**src/rtl/buffer_pkg.sv**
```systemverilog
// Shared types and default sizes for the 8-entry circular buffer and its drain logic.
package buffer_pkg;

    localparam int DATA_W    = 3;
    localparam int BUF_DEPTH = 8;

    typedef enum logic [1:0] {
        IDLE,
        READ,
        DRAIN,
        DONE
    } drain_state_e;

endpackage

```
**src/rtl/buffer_drain_summer_if.sv**
```systemverilog
// Buffer read port (rd/empty/dout) plus the valid/ready result port of buffer_drain_summer.
interface buffer_drain_summer_if #(
    parameter int DATA_W = buffer_pkg::DATA_W,
    parameter int SUM_W  = 7
) ();

    logic              rd;
    logic              empty;
    logic [DATA_W-1:0] dout;
    logic [SUM_W-1:0]  sum;
    logic              sum_valid;
    logic              sum_ready;
    logic              aborted;

    modport master (
        output rd, sum, sum_valid, aborted,
        input  empty, dout, sum_ready
    );

    modport slave (
        input  rd, sum, sum_valid, aborted,
        output empty, dout, sum_ready
    );

endinterface

```
**src/rtl/drain_accumulator.sv**
```systemverilog
// Captures buffer read data one cycle after each pop and sums it with a received-word count.
module drain_accumulator #(
    parameter int DATA_W = 3,
    parameter int SUM_W  = 7,
    parameter int CNT_W  = 4
) (
    input  logic              clock,
    input  logic              reset_n,
    input  logic              clear,
    input  logic              capture_en,
    input  logic [DATA_W-1:0] din,
    output logic [SUM_W-1:0]  acc,
    output logic [CNT_W-1:0]  count
);

    // The buffer presents dout one cycle after the pop, so the pop is delayed to line up.
    logic rd_q;

    // NOTE: state registers use non-blocking assignments so every flop samples pre-edge values.
    always_ff @(posedge clock or negedge reset_n) begin
        if (!reset_n) begin
            rd_q  <= 1'b0;
            acc   <= '0;
            count <= '0;
        end else if (clear) begin
            rd_q  <= 1'b0;
            acc   <= '0;
            count <= '0;
        end else begin
            rd_q <= capture_en;
            if (rd_q) begin
                acc   <= acc + SUM_W'(din);
                count <= count + CNT_W'(1);
            end
        end
    end

endmodule

```
**src/rtl/buffer_drain_summer.sv**
```systemverilog
// Pops BURST_LEN words from the circular buffer and offers their unsigned sum on a valid/ready port.
// Optional feature: define DRAIN_TIMEOUT_EN to abort a burst after TIMEOUT_CYC consecutive empty cycles.
module buffer_drain_summer
    import buffer_pkg::*;
#(
    parameter int DATA_W      = buffer_pkg::DATA_W,
    parameter int BURST_LEN   = buffer_pkg::BUF_DEPTH,
    parameter int SUM_W       = 7,
    parameter int TIMEOUT_CYC = 16
) (
    input  logic                  clock,
    input  logic                  reset_n,
    input  logic                  start,
    output logic                  busy,
    buffer_drain_summer_if.master bus
);

    localparam int CNT_W = $clog2(BURST_LEN + 1);

    if (BURST_LEN < 1 || BURST_LEN > 255) begin : g_burst_len_check
        $error("buffer_drain_summer: BURST_LEN must lie in 1..255");
    end
    if (SUM_W < DATA_W + $clog2(BURST_LEN + 1)) begin : g_sum_w_check
        $error("buffer_drain_summer: SUM_W too narrow for the largest possible sum");
    end
    if (TIMEOUT_CYC < 1) begin : g_timeout_check
        $error("buffer_drain_summer: TIMEOUT_CYC must be at least 1");
    end

    drain_state_e     state;
    drain_state_e     state_next;
    logic [CNT_W-1:0] issue_cnt;
    logic [CNT_W-1:0] recv_cnt;
    logic [SUM_W-1:0] acc;
    logic             rd;
    logic             sum_valid;
    logic             start_accept;
    logic             last_pop;
    logic             drain_done;
    logic             timeout_hit;

    // rd is purely combinational from state and empty, so no pop can ever hit an empty buffer.
    assign rd           = (state == READ) && !bus.empty;
    assign start_accept = (state == IDLE) && start;
    assign last_pop     = rd && (issue_cnt == CNT_W'(BURST_LEN - 1));
    // At most one capture is outstanding on entry to DRAIN and it lands on the next edge.
    assign drain_done   = (issue_cnt - recv_cnt) <= CNT_W'(1);
    assign sum_valid    = (state == DONE);
    assign busy         = (state != IDLE);

    assign bus.rd        = rd;
    assign bus.sum_valid = sum_valid;
    assign bus.sum       = sum_valid ? acc : '0;

    always_ff @(posedge clock or negedge reset_n) begin
        if (!reset_n) begin
            state     <= IDLE;
            issue_cnt <= '0;
        end else begin
            state <= state_next;
            if (start_accept) begin
                issue_cnt <= '0;
            end else if (rd) begin
                issue_cnt <= issue_cnt + CNT_W'(1);
            end
        end
    end

    // NOTE: state_next is defaulted before the case so no path leaves it unassigned (no latch).
    always_comb begin
        state_next = state;
        unique case (state)
            IDLE:    if (start) state_next = READ;
            READ:    if (last_pop || timeout_hit) state_next = DRAIN;
            DRAIN:   if (drain_done) state_next = DONE;
            DONE:    if (bus.sum_ready) state_next = IDLE;
            default: state_next = IDLE;
        endcase
    end

`ifdef DRAIN_TIMEOUT_EN
    localparam int STALL_W = $clog2(TIMEOUT_CYC + 1);

    logic [STALL_W-1:0] stall_cnt;
    logic               aborted_q;

    // In READ a cycle without a pop is exactly a cycle with the buffer empty.
    assign timeout_hit = (state == READ) && bus.empty
                         && (stall_cnt == STALL_W'(TIMEOUT_CYC - 1));

    always_ff @(posedge clock or negedge reset_n) begin
        if (!reset_n) begin
            stall_cnt <= '0;
            aborted_q <= 1'b0;
        end else if (start_accept) begin
            stall_cnt <= '0;
            aborted_q <= 1'b0;
        end else if (state == READ) begin
            if (rd) begin
                stall_cnt <= '0;
            end else begin
                stall_cnt <= stall_cnt + STALL_W'(1);
            end
            if (timeout_hit) begin
                aborted_q <= 1'b1;
            end
        end
    end

    assign bus.aborted = sum_valid && aborted_q;
`else
    assign timeout_hit = 1'b0;
    assign bus.aborted = 1'b0;
`endif

    drain_accumulator #(
        .DATA_W (DATA_W),
        .SUM_W  (SUM_W),
        .CNT_W  (CNT_W)
    ) u_accumulator (
        .clock      (clock),
        .reset_n    (reset_n),
        .clear      (start_accept),
        .capture_en (rd),
        .din        (bus.dout),
        .acc        (acc),
        .count      (recv_cnt)
    );

endmodule

```
**src/flat_wrapper.sv**
```systemverilog
// flat-port wrapper written by rule: the top's interface ports become plain ports
module buffer_drain_summer_flat import buffer_pkg::*;
#(
    parameter int DATA_W      = buffer_pkg::DATA_W,
    parameter int BURST_LEN   = buffer_pkg::BUF_DEPTH,
    parameter int SUM_W       = 7,
    parameter int TIMEOUT_CYC = 16
)
  (clock, reset_n, start, busy, bus_rd, bus_sum, bus_sum_valid, bus_aborted, bus_empty, bus_dout, bus_sum_ready);
  buffer_drain_summer_if #(.DATA_W(DATA_W), .SUM_W(SUM_W)) bus_i ();
  input  logic clock;
  input  logic reset_n;
  input  logic start;
  output logic busy;
  output wire logic [$bits(bus_i.rd)-1:0] bus_rd;
  output wire logic [$bits(bus_i.sum)-1:0] bus_sum;
  output wire logic [$bits(bus_i.sum_valid)-1:0] bus_sum_valid;
  output wire logic [$bits(bus_i.aborted)-1:0] bus_aborted;
  input wire logic [$bits(bus_i.empty)-1:0] bus_empty;
  input wire logic [$bits(bus_i.dout)-1:0] bus_dout;
  input wire logic [$bits(bus_i.sum_ready)-1:0] bus_sum_ready;
  assign bus_rd = bus_i.rd;
  assign bus_sum = bus_i.sum;
  assign bus_sum_valid = bus_i.sum_valid;
  assign bus_aborted = bus_i.aborted;
  assign bus_i.empty = bus_empty;
  assign bus_i.dout = bus_dout;
  assign bus_i.sum_ready = bus_sum_ready;
  buffer_drain_summer #(.DATA_W(DATA_W), .BURST_LEN(BURST_LEN), .SUM_W(SUM_W), .TIMEOUT_CYC(TIMEOUT_CYC)) u_core (.clock(clock), .reset_n(reset_n), .start(start), .busy(busy), .bus(bus_i));
endmodule
```
**config.mk**
```make
export PLATFORM = sky130hd
export DESIGN_NAME = buffer_drain_summer_flat
export DESIGN_NICKNAME = d
export VERILOG_FILES = /design/src/rtl/buffer_pkg.sv /design/src/rtl/buffer_drain_summer_if.sv /design/src/rtl/drain_accumulator.sv /design/src/rtl/buffer_drain_summer.sv /design/src/flat_wrapper.sv
export SDC_FILE = /design/constraint.sdc
export NUM_CORES = 1
export LEC_CHECK = 0
export CAP_MARGIN = 20
export CELL_PAD_IN_SITES_DETAIL_PLACEMENT = 0
export CELL_PAD_IN_SITES_GLOBAL_PLACEMENT = 1
export CORE_ASPECT_RATIO = 1.75
export CORE_MARGIN = 5
export CORE_UTILIZATION = 43
export CTS_BUF_LIST = sky130_fd_sc_hd__clkbuf_8
export CTS_CLUSTER_SIZE = 28
export DETAILED_ROUTE_END_ITERATION = 12
export GPL_TIMING_DRIVEN = 0
export PLACE_DENSITY = 0.84
export SLEW_MARGIN = 30
export SYNTH_ARGS = -nofsm -noshare
export SYNTH_HDL_FRONTEND = slang
export SYNTH_SLANG_ARGS = --single-unit
export TNS_END_PERCENT = 5
```
**constraint.sdc**
```tcl
create_clock -name clock -period 5.15 [get_ports clock]
set_clock_uncertainty 0.15 [all_clocks]
set_input_delay 0.515 -clock clock [delete_from_list [all_inputs] [get_ports clock]]
set_output_delay 0.515 -clock clock [all_outputs]
set_load 0.02 [all_outputs]
```
After elaboration in Yosys (flattened, before gate mapping)
Cells that the tools add are included.
Storage, ports and cells
  register bits: 18
  bits of input ports: 8
  output and inout bits: 11
  logic and storage cells: 40
Operators by class
  add/subtract/negate cells: 4
  magnitude comparators: 1
  eq/ne operators: 8
  mux-type cells: 13
  reduce and logical (&&, ||, !) cells: 9
Operator list (count)
  $mux 7: 3
  $mux 4: 4
  $add 4x1->4 const B: 2
  $mux 2: 4
  $pmux 2 s4: 1
  $add 7x3->7: 1
  $reduce_bool 2->1: 3
  $eq 2x2->1 const B: 2
  $eq 4x3->1 const B: 1
  $le 4x1->1 const B: 1
  $ne 2x1->1 const B: 2
  $ne 2x2->1 const B: 2
  $reduce_and 4->1: 1
  $sub 4x4->4: 1
  $logic_and 1x1->1: 3
  $eq 2x1->1 const B: 1
  $logic_not 2->1: 1
  $logic_not 1->1: 1
  $mux 1: 1

Depth between registers and ports, before layout
Gate-level depths: netlist of run 1.
  word-level depth: 5
  mapped depth: 8
  depth with buffers taken out: 8

Cells and area by module
Synthesis of run 1 repeated with hierarchy kept, for this count alone.
Second synthesis, totals
  cell total of the unflattened synthesis: 125
  area total of the unflattened synthesis: 1231.2 um2
By module, submodules not included
  drain_accumulator: instances 1, cells each 57, area each 630.6 um2, sequential area each 300.3 um2
  buffer_drain_summer: instances 1, cells each 68, area each 600.6 um2, sequential area each 150.1 um2

Least setup slack after synthesis of run 1
OpenSTA, ideal clock, no wires.
  path type: register to register
  from: register u_core.issue_cnt[0]
  to: register u_core.state[1]
  library setup time: 0.139 ns
  arrival time: 1.809 ns
  required time: 4.861 ns
  path slack: 3.053 ns
  stages on the path, launching flop included: 9
  buffers on the path: 0
  clock period less this slack: 2.097 ns
  cells stage by stage: dfrtp_1 inv_1 ha_1 inv_1 fa_1 xor2_1 nor2_1 o2111a_1 or4_1
On the way
  longest elaborated chain between the ends: 4
  elaborated cells between the ends (all ways): 7
  those cells by class: 1 x add/sub; 1 x order compare; 3 x eq/ne; 2 x reduce/logical
Ends and longest elaborated chain
  start: declaration: line buffer_drain_summer.sv:32  | logic [CNT_W-1:0] issue_cnt;
  start signal: assignment: line buffer_drain_summer.sv:64  | issue_cnt <= issue_cnt + CNT_W'(1);
  $sub 4x4->4 or $eq 4x3->1 (tied branches): line buffer_drain_summer.sv:47, buffer_drain_summer.sv:45
  $le 4x1->1 or $logic_and 1x1->1 (tied branches): line buffer_drain_summer.sv:47, buffer_drain_summer.sv:45
  $ne 2x1->1 (no line)
  $reduce_and 4->1 (no line) *
  end signal: assignment: line buffer_drain_summer.sv:60  | state <= state_next;
  end: declaration: line buffer_drain_summer.sv:30  | drain_state_e state;
Mark *: on every way between the ends. The rest lies on a longest branch, timed or not.
A chain may end at the register's enable or synchronous reset.

Worst setup path after layout of run 1
  from: register u_core.state[1]
  to: output port bus_rd
On the way
  longest elaborated chain between the ends: 2
Ends and longest elaborated chain
  $eq 2x1->1: line buffer_drain_summer.sv:43  | assign rd = (state == READ) && !bus.empty;
  $logic_and 1x1->1: line buffer_drain_summer.sv:43
  end: declaration: line flat_wrapper.sv:15  | output wire logic [$bits(bus_i.rd)-1:0] bus_rd;
Every way passes these cells.

==> qor.txt, run 1 <==
die height = 79.9 µm
site row count = 25
final std cells w/o fill = 175
Seq cells post-synth = 18
setup bufs post-CTS = 0
placed cells = 171
Post-DP HPWL = 1.91 mm
die area = 0.00399 mm²
first-pass GRT wire length = 4.08 mm
CTS tree = yes
core footprint = 0.00269 mm²
initial DRC count = 17
CTS sink count = 18
DRC = 0
Post-synth EDFFs = 0
unrepaired setup endpoints after global routing = no
Mean Syn Cell Area = 9.46 µm²
Critical Path Sink Type = primary output
peak supply drop = 0.000249 V
Tot GR Track Use = 13.3%
final core utilization = 54.3%
ant diodes = 0
fillcell total = 260
vias in the first global route = 955
Worst Hold Class = flop to flop
CTS buffer count = 3
ys async rst share = 100%
Initial Utilization = 44.7%
Post-CTS Hold Buffers = 0
htree depth = 1
leading area contributor after synthesis = dfrtp_1
pin count of the biggest net entering global routing = 19
deepest clock path buffer count = 2
r2r setup slk = 2.88 ns
ys flop type = dfrtp_1
CP bufs+invs = 3
Die Span X = 50.0 µm
Comb power frac = 53.3%
Final Hold Vio Count = 0
arrival time worst endpoint = 2.07 ns
WL/cell = 13.7 µm
Int Power = 0.437 mW
pins over their slew limit = 0
clock group share of total power = 15.8%
Final setup viols = 0
WS Path Type = flop to primary output
element type at the critical path start = flop
fin crit share = 53.1%
vias = 946
PwrDens = 513 mW/mm²
critical path's slowest cell = clkdlybuf4s50_1
Seq/Total Area, Yosys = 37.5%
max cap viols = 0
nets = 172
clk_lat worst skew = 0.26 ns
Root Driver = clkbuf_8
Syn Inst Count = 127
cell with the most instances after synthesis = dfrtp_1
sw power = 0.312 mW
leakage = 0.698 nW
CP cell instances = inv_1 -> ha_1 -> nor2b_1 -> clkbuf_1 -> clkdlybuf4s50_1
Req. time, crit path = 4.49 ns
fmax = 366 MHz
Least-Margin Pin Slew = 0.827 ns
total gr overflow = 0
initial antenna violation count = 0
IO Count = 19
Layout Area Growth over Synthesis = 21.6%
WL final = 2.39 mm
cts repair resizes = 0
setup tns final = 0 ns
Synth top area share = 37.5%
Reg power frac = 30.9%
delay-heaviest family, CP = buffers and inverters
CP Max Fanout = 6
Post-Syn Nets = 150
Yosys Warn Count = 0
switching power as a share of total power = 41.7%
min Tclk post-route = 2.73 ns
synth cell count leaders = dfrtp_1 (18), nor2_1 (15), ha_1 (13), inv_1 (13), and2_1 (8)
CP max stage delay = 0.67 ns
ratio of cells with drive above 1 in the final layout = 4.05%
status = complete, no violations
synthesized area = 0.00120 mm²
Post-DRT Antenna Nets = 0
CTS clk-pin slew, worst paths = 0.07 ns
Synth area leaders = dfrtp_1 (38%), ha_1 (14%), nor2_1 (4.7%), xor2_1 (4.4%), and2_1 (4.2%)
via-per-instance ratio = 5.41
GPL Wtd Cong = 0.779
synth unique cells = 29
first-pass iteration count of the detailed router = 4
Port Buffers = 17
worst rel slew slack = 44.7%
-- cell usage in the layout (no fill, tap or decap) --
master and n:
dfrtp_1 18, clkdlybuf4s50_1 17, nor2_1 15, inv_1 13
ha_1 13, and2_1 8, a21oi_1 7, xor2_1 6
nor2b_1 5, o21ai_0 5, nand2_1 5, mux2i_1 5
clkbuf_8 4, clkbuf_1 3, or3_1 3, xnor2_1 3
nand4_1 2, nor3_1 2, fa_1 2, nand3b_1 1
and3_1 1, nand4bb_1 1, a222oi_1 1, o2111a_1 1
or2b_1 1, or4_1 1, nor3b_2 1, a311oi_1 1
a21o_1 1, buf_4 1, conb_1 1
-- sequential cells by signal, indices dropped and copies added (netlist names) --
register	cells
u_core.issue_cnt	4
u_core.state	2
u_core.u_accumulator.count	4
u_core.u_accumulator.rd_q	1
u_core.u_accumulator.acc	7
-- path summary, 6_finish.rpt --
path                                                    end                         from  depth (start not counted)
min in group asynchronous               u_core.issue_cnt[3]                      reset_n                          1
worst min register to register  u_core.u_accumulator.acc[0]  u_core.u_accumulator.acc[0]                          2
worst max-delay path                                 bus_rd              u_core.state[1]                          5
max in group asynchronous               u_core.issue_cnt[0]                      reset_n                          1
worst min-delay path            u_core.u_accumulator.acc[0]  u_core.u_accumulator.acc[0]                          2
worst max register to register              u_core.state[1]              u_core.state[0]                          5
-- worst register-to-register path, stage by stage, from the launching register on --
cell and delay, ns:
dfrtp_1 0.40, inv_1 0.11, ha_1 0.22, a222oi_1 0.59
mux2i_1 0.15, or4_1 0.52
-- area by class of cell --
cell class | count | area [µm²] | area share, %
Multi-Input combinational cell | 92 | 683 | 46.8
Sequential cell | 18 | 450 | 30.8
Timing Repair Buffer | 17 | 170 | 11.7
Clock buffer | 4 | 55.1 | 3.77
Inverter | 13 | 48.8 | 3.34
Tap cell | 27 | 33.8 | 2.31
Buffer | 4 | 18.8 | 1.29
-- kinds of logic (layout without fill, tap and decap cells) --
logic type	after synthesis	after routing	share of synthesized area, %
and+or+nand+nor	46	46	20.8
DFF	18	18	37.5
buffers and inverters	17	38	5.63
AOI/OAI and AO/OA	16	16	8.12
adders and majority gates	15	15	16.9
xor gates and xnor gates	9	9	6.56
muxes	5	5	4.17
other	1	1	0.312
-- power by group through the flow --
stage	Sequential, mW	Clock [mW]	Combinational [mW]
global route	0.238	0.125	0.455
finish	0.231	0.118	0.399
detailed placement	0.234	0	0.405
floorplan	0.222	0	0.297
CTS	0.232	0.119	0.408
global placement	0.230	0	0.387
-- stage by stage --
step                      power (mW)  area (µm²)  hold slack [ns]  worst slack (ns)
after floorplan                0.520        1200           0.0694              3.05
after global placement         0.617        1410            0.372              2.49
after detailed placement       0.640        1410            0.393              2.44
after CTS                      0.758        1460            0.403              2.41
after global routing           0.818        1460            0.446              2.29
final                          0.749        1460            0.401              2.42
-- metal layers --
metal | vias to the layer above | global-route usage, % | routed length, µm
li1 | 461 | - | -
met1 | 460 | 12.8 | 889
met2 | 18 | 24.9 | 1320
met5 | - | 0 | 0
met3 | 7 | 2.99 | 114
met4 | 0 | 7.35 | 69
Power figures use the tool's default switching activity.
==> run 2, diff against run 1 <==
CORE_UTILIZATION = 38   (was 43)
PLACE_DENSITY = 0.79   (was 0.84)
clock period = 2.35 ns   (was 5.15 ns; I/O delays follow)
==> qor.txt, run 2 (synthesis gave the netlist of run 1 again) <==
clk_lat worst skew = 0.26 ns
core footprint = 0.00311 mm²
first-pass iteration count of the detailed router = 4
Top Registers = u_core.u_accumulator.acc x7, u_core.issue_cnt x4, u_core.u_accumulator.count x4
setup tns final = 0 ns
CTS tree = yes
first-pass GRT wire length = 4.28 mm
pins over their slew limit = 0
Least-Margin Pin Slew = 0.497 ns
most frequent cells in the layout = dfrtp_1 (18), nor2_1 (15), clkdlybuf4s50_1 (15)
max cap viols = 0
element type at the critical path start = flop
vias in the first global route = 968
final std cells w/o fill = 193
die height = 84.4 µm
Reg2Reg Depth = 8
worst rel slew slack = 66.8%
Post-DP HPWL = 1.96 mm
CP max stage delay = 0.47 ns
fillcell total = 295
die area = 0.00443 mm²
CP cell instances = inv_1 -> ha_1 -> inv_1 -> fa_1 -> xor2_1 -> nor2_1 -> nor2_1 -> or4_1
WL/cell = 12.9 µm
htree depth = 1
status = complete, no violations
delay-heaviest family, CP = simple AND/OR/NAND/NOR gates
WS Path Type = flop to flop
pin count of the biggest net entering global routing = 19
Final Hold Vio Count = 0
Die Span X = 52.5 µm
Port Buffers = 17
CP bufs+invs = 2
deepest clock path buffer count = 2
fmax = 450 MHz
leakage = 0.711 nW
dpl ws = -0.0797 ns
Top reg by flops = u_core.u_accumulator.acc
CTS sink count = 18
DRC = 0
final instance area = 0.00149 mm²
Tot GR Track Use = 13.0%
r2r setup slk = 0.13 ns
critical path's slowest cell = or4_1
WL final = 2.49 mm
arrival time worst endpoint = 2.19 ns
fin crit share = 94.5%
Placement Cell Area = 0.00143 mm²
IO Count = 19
placed cells = 187
CP startpoint = u_core.issue_cnt[0]
Post-DRT Antenna Nets = 0
reg-to-reg endpoint = u_core.state[1]
CP Capture Point = u_core.state[1]
final setup margin = 0.130 ns
GPL Wtd Cong = 0.733
CTS buffer count = 3
ratio of cells with drive above 1 in the final layout = 5.33%
Critical Path Sink Type = flop
nets = 174
Final setup viols = 0
max reg flops = 7
peak supply drop = 0.000435 V
Initial Utilization = 38.6%
ant diodes = 0
Crit. path cell count = 8
initial DRC count = 12
vias = 919
min Tclk post-route = 2.22 ns
Worst Hold Class = input pin to async pin
Req. time, crit path = 2.32 ns
via-per-instance ratio = 4.76
site row count = 27
most common cell after layout, fill and taps aside = dfrtp_1
Hold WS = 0.297 ns
worst flop-to-flop path startpoint = u_core.issue_cnt[0]
total gr overflow = 0
CTS clk-pin slew, worst paths = 0.07 ns
Layout Area Growth over Synthesis = 24.2%
initial antenna violation count = 0
final core utilization = 48.0%
Root Driver = clkbuf_8
CP Max Fanout = 4
PwrDens = 1110 mW/mm²
total power = 1.66 mW
==> run 2: worst min path at each step <==
stage                                   to  slack (ns)                   startpoint
4_1_cts        u_core.u_accumulator.acc[1]        0.33                      reset_n
3_3_place_gp   u_core.u_accumulator.acc[0]        0.37  u_core.u_accumulator.acc[0]
3_5_place_dp   u_core.u_accumulator.acc[0]        0.39  u_core.u_accumulator.acc[0]
6_report       u_core.u_accumulator.acc[1]        0.30                      reset_n
5_1_grt        u_core.u_accumulator.acc[0]        0.34                      reset_n
2_1_floorplan          u_core.issue_cnt[0]       -0.21                      reset_n
==> run 2: final cells by class <==
class,count,area [µm²],area share (%)
Buffer,4,18.8,1.26
Clock buffer,4,55.1,3.69
Inverter,13,48.8,3.27
Multi-Input combinational cell,92,683,45.8
Sequential cell,18,450,30.2
Tap cell,43,53.8,3.61
Timing Repair Buffer,19,181,12.2
==> run 2: routing by layer <==
metal	part of all wire (%)	track usage (%)	wire (µm)
met3	3.4	2.31	84
met1	40	14.5	1000
met5	0	0	0
met2	53	22.9	1330
met4	2.9	6.28	72
==> run 2: what timing repair did <==
action,4_1_cts,5_1_grt
gates cloned,0,0
endpoints found under the setup margin,1,1
hold buffers,0,1
pin swaps,0,1
setup buffers,0,1
gates resized for setup,1,0
endpoints found under the hold margin,0,18
==> run 2: report_power, final <==
group	switching, mW	internal, mW	leakage, nW
sequential	0.0980	0.410	0.239
clock	0.106	0.149	0.0288
combinational	0.485	0.409	0.443
total	0.689	0.968	0.711
==> run 3, diff against run 2 <==
ABC_CLOCK_PERIOD_IN_PS = 2350   (was default)
PLACE_DENSITY = default   (was 0.79)
PLACE_DENSITY_LB_ADDON = 0.12   (was default)
==> qor.txt, run 3 (synthesis gave the netlist of run 1 again) <==
CTS buffer count = 3
critical path's slowest cell = or4_1
ant diodes = 0
IO Count = 19
die height = 84.4 µm
Reg power frac = 30.0%
pin count of the biggest net entering global routing = 19
htree depth = 1
nets = 175
Port Buffers = 17
Post-DRT Antenna Nets = 0
Critical Path Sink Type = flop
total gr overflow = 0
Initial Utilization = 38.6%
deepest clock path buffer count = 2
die area = 0.00443 mm²
Final Hold Vio Count = 0
Final setup viols = 0
Layout Area Growth over Synthesis = 24.8%
CTS tree = yes
unrepaired setup endpoints after global routing = no
WS Path Type = flop to flop
vias = 927
Tot GR Track Use = 12.3%
status = complete, no violations
peak supply drop = 0.000567 V
Root Driver = clkbuf_8
DRC = 0
CP Max Fanout = 4
site row count = 27
element type at the critical path start = flop
Int Power = 0.978 mW
Post-DP HPWL = 1.94 mm
most common cell after layout, fill and taps aside = dfrtp_1
arrival time worst endpoint = 2.20 ns
switching power as a share of total power = 41.5%
Top Registers = u_core.u_accumulator.acc x7, u_core.issue_cnt x4, u_core.u_accumulator.count x4
CTS sink count = 18
min Tclk post-route = 2.22 ns
initial antenna violation count = 0
Comb power frac = 55.1%
initial DRC count = 13
fin crit share = 94.7%
Hold WS = 0.281 ns
WL/cell = 12.3 µm
final std cells w/o fill = 194
CP cell instances = ha_1 -> inv_1 -> fa_1 -> xor2_1 -> nor2_1 -> o2111a_1 -> or4_1
Top reg by flops = u_core.u_accumulator.acc
CTS clk-pin slew, worst paths = 0.07 ns
ratio of cells with drive above 1 in the final layout = 5.96%
max cap viols = 0
sw power = 0.694 mW
Worst Hold Class = input pin to async pin
most frequent cells in the layout = dfrtp_1 (18), nor2_1 (15), clkdlybuf4s50_1 (15)
via-per-instance ratio = 4.78
placed cells = 187
max reg flops = 7
Die Span X = 52.5 µm
multi-input logic area = 683 µm²
Req. time, crit path = 2.33 ns
CP max stage delay = 0.51 ns
Seq. cell area = 450 µm²
pins over their slew limit = 0
core footprint = 0.00311 mm²
clk_lat worst skew = 0.25 ns
clock group share of total power = 14.9%
fillcell total = 324
first-pass GRT wire length = 4.11 mm
leakage = 0.716 nW
first-pass iteration count of the detailed router = 4
PwrDens = 1120 mW/mm²
WL final = 2.39 mm
GPL Wtd Cong = 0.736
fmax = 450 MHz
vias in the first global route = 969
setup tns final = 0 ns
[run 3: cell count changes in the layout (fill, tap and decap cells not counted), sizes merged]
cell	before	now
buf	3	4
[run 3: layout make-up]
type	count	area share, %
Tap cell	43	3.59
Buffer	4	1.25
Timing Repair Buffer	20	12.6
Inverter	13	3.26
Sequential cell	18	30.1
Clock buffer	4	3.67
Multi-Input combinational cell	92	45.6
[run 3: metrics by stage]
step / setup WS [ns] / total power [mW] / util, % / area [µm²]
finish: 0.125 / 1.67 / 48.2 / 1500
global route: 0.0401 / 1.83 / 48.2 / 1500
CTS: 0.0542 / 1.67 / 47.6 / 1480
detailed placement: -0.0534 / 1.41 / 45.9 / 1430
global placement: -0.0378 / 1.37 / 45.9 / 1430
floorplan: 0.253 / 1.14 / - / 1200
[run 3: power groups by stage]
stage | clock [mW] | sequential [mW] | combinational (mW)
floorplan | 0 | 0.487 | 0.652
global placement | 0 | 0.505 | 0.865
detailed placement | 0 | 0.511 | 0.903
CTS | 0.259 | 0.506 | 0.908
global route | 0.273 | 0.515 | 1.04
finish | 0.250 | 0.501 | 0.921
[run 3: repair_timing]
action,in CTS,in global routing
setup buffers,0,2
hold buffers,0,1
resized for setup,1,0
hold endpoints to repair,0,18
pin swaps,0,1
setup endpoints to repair,1,1
[run 3: path summary, 6_finish.rpt]
| check | slack [ns] | from | endpoint | depth (start not counted) |
|---|---|---|---|---|
| setup / recovery | 0.13 | u_core.u_accumulator.count[0] | u_core.state[1] | 7 |
| hold / removal | 0.28 | reset_n | u_core.state[1] | 2 |
| setup reg to reg | 0.13 | u_core.u_accumulator.count[0] | u_core.state[1] | 7 |
| hold reg to reg | 0.40 | u_core.u_accumulator.acc[2] | u_core.u_accumulator.acc[2] | 2 |
| max in group asynchronous | 1.48 | reset_n | u_core.u_accumulator.count[1] | 2 |
| min in group clock | 0.40 | u_core.u_accumulator.acc[2] | u_core.u_accumulator.acc[2] | 2 |
[run 3: layer usage]
metal  routed length [µm]  share of wire [%]  track usage, %
met1                  955                 40            13.0
met2                 1300                 54            22.7
met3                   94                3.9            2.13
met4                   41                1.7            4.88
met5                    0                  0               0
[run 3: critical path, delay by kind of cell (launching register included)]
kind / cells / cell delay, ns
AO/OA/AOI/OAI: 1 / 0.14
XOR/XNOR: 1 / 0.16
buffers and inverters: 1 / 0.05
adder cells (fa/ha/maj): 2 / 0.57
flip-flops: 1 / 0.42
AND/OR/NAND/NOR: 2 / 0.61
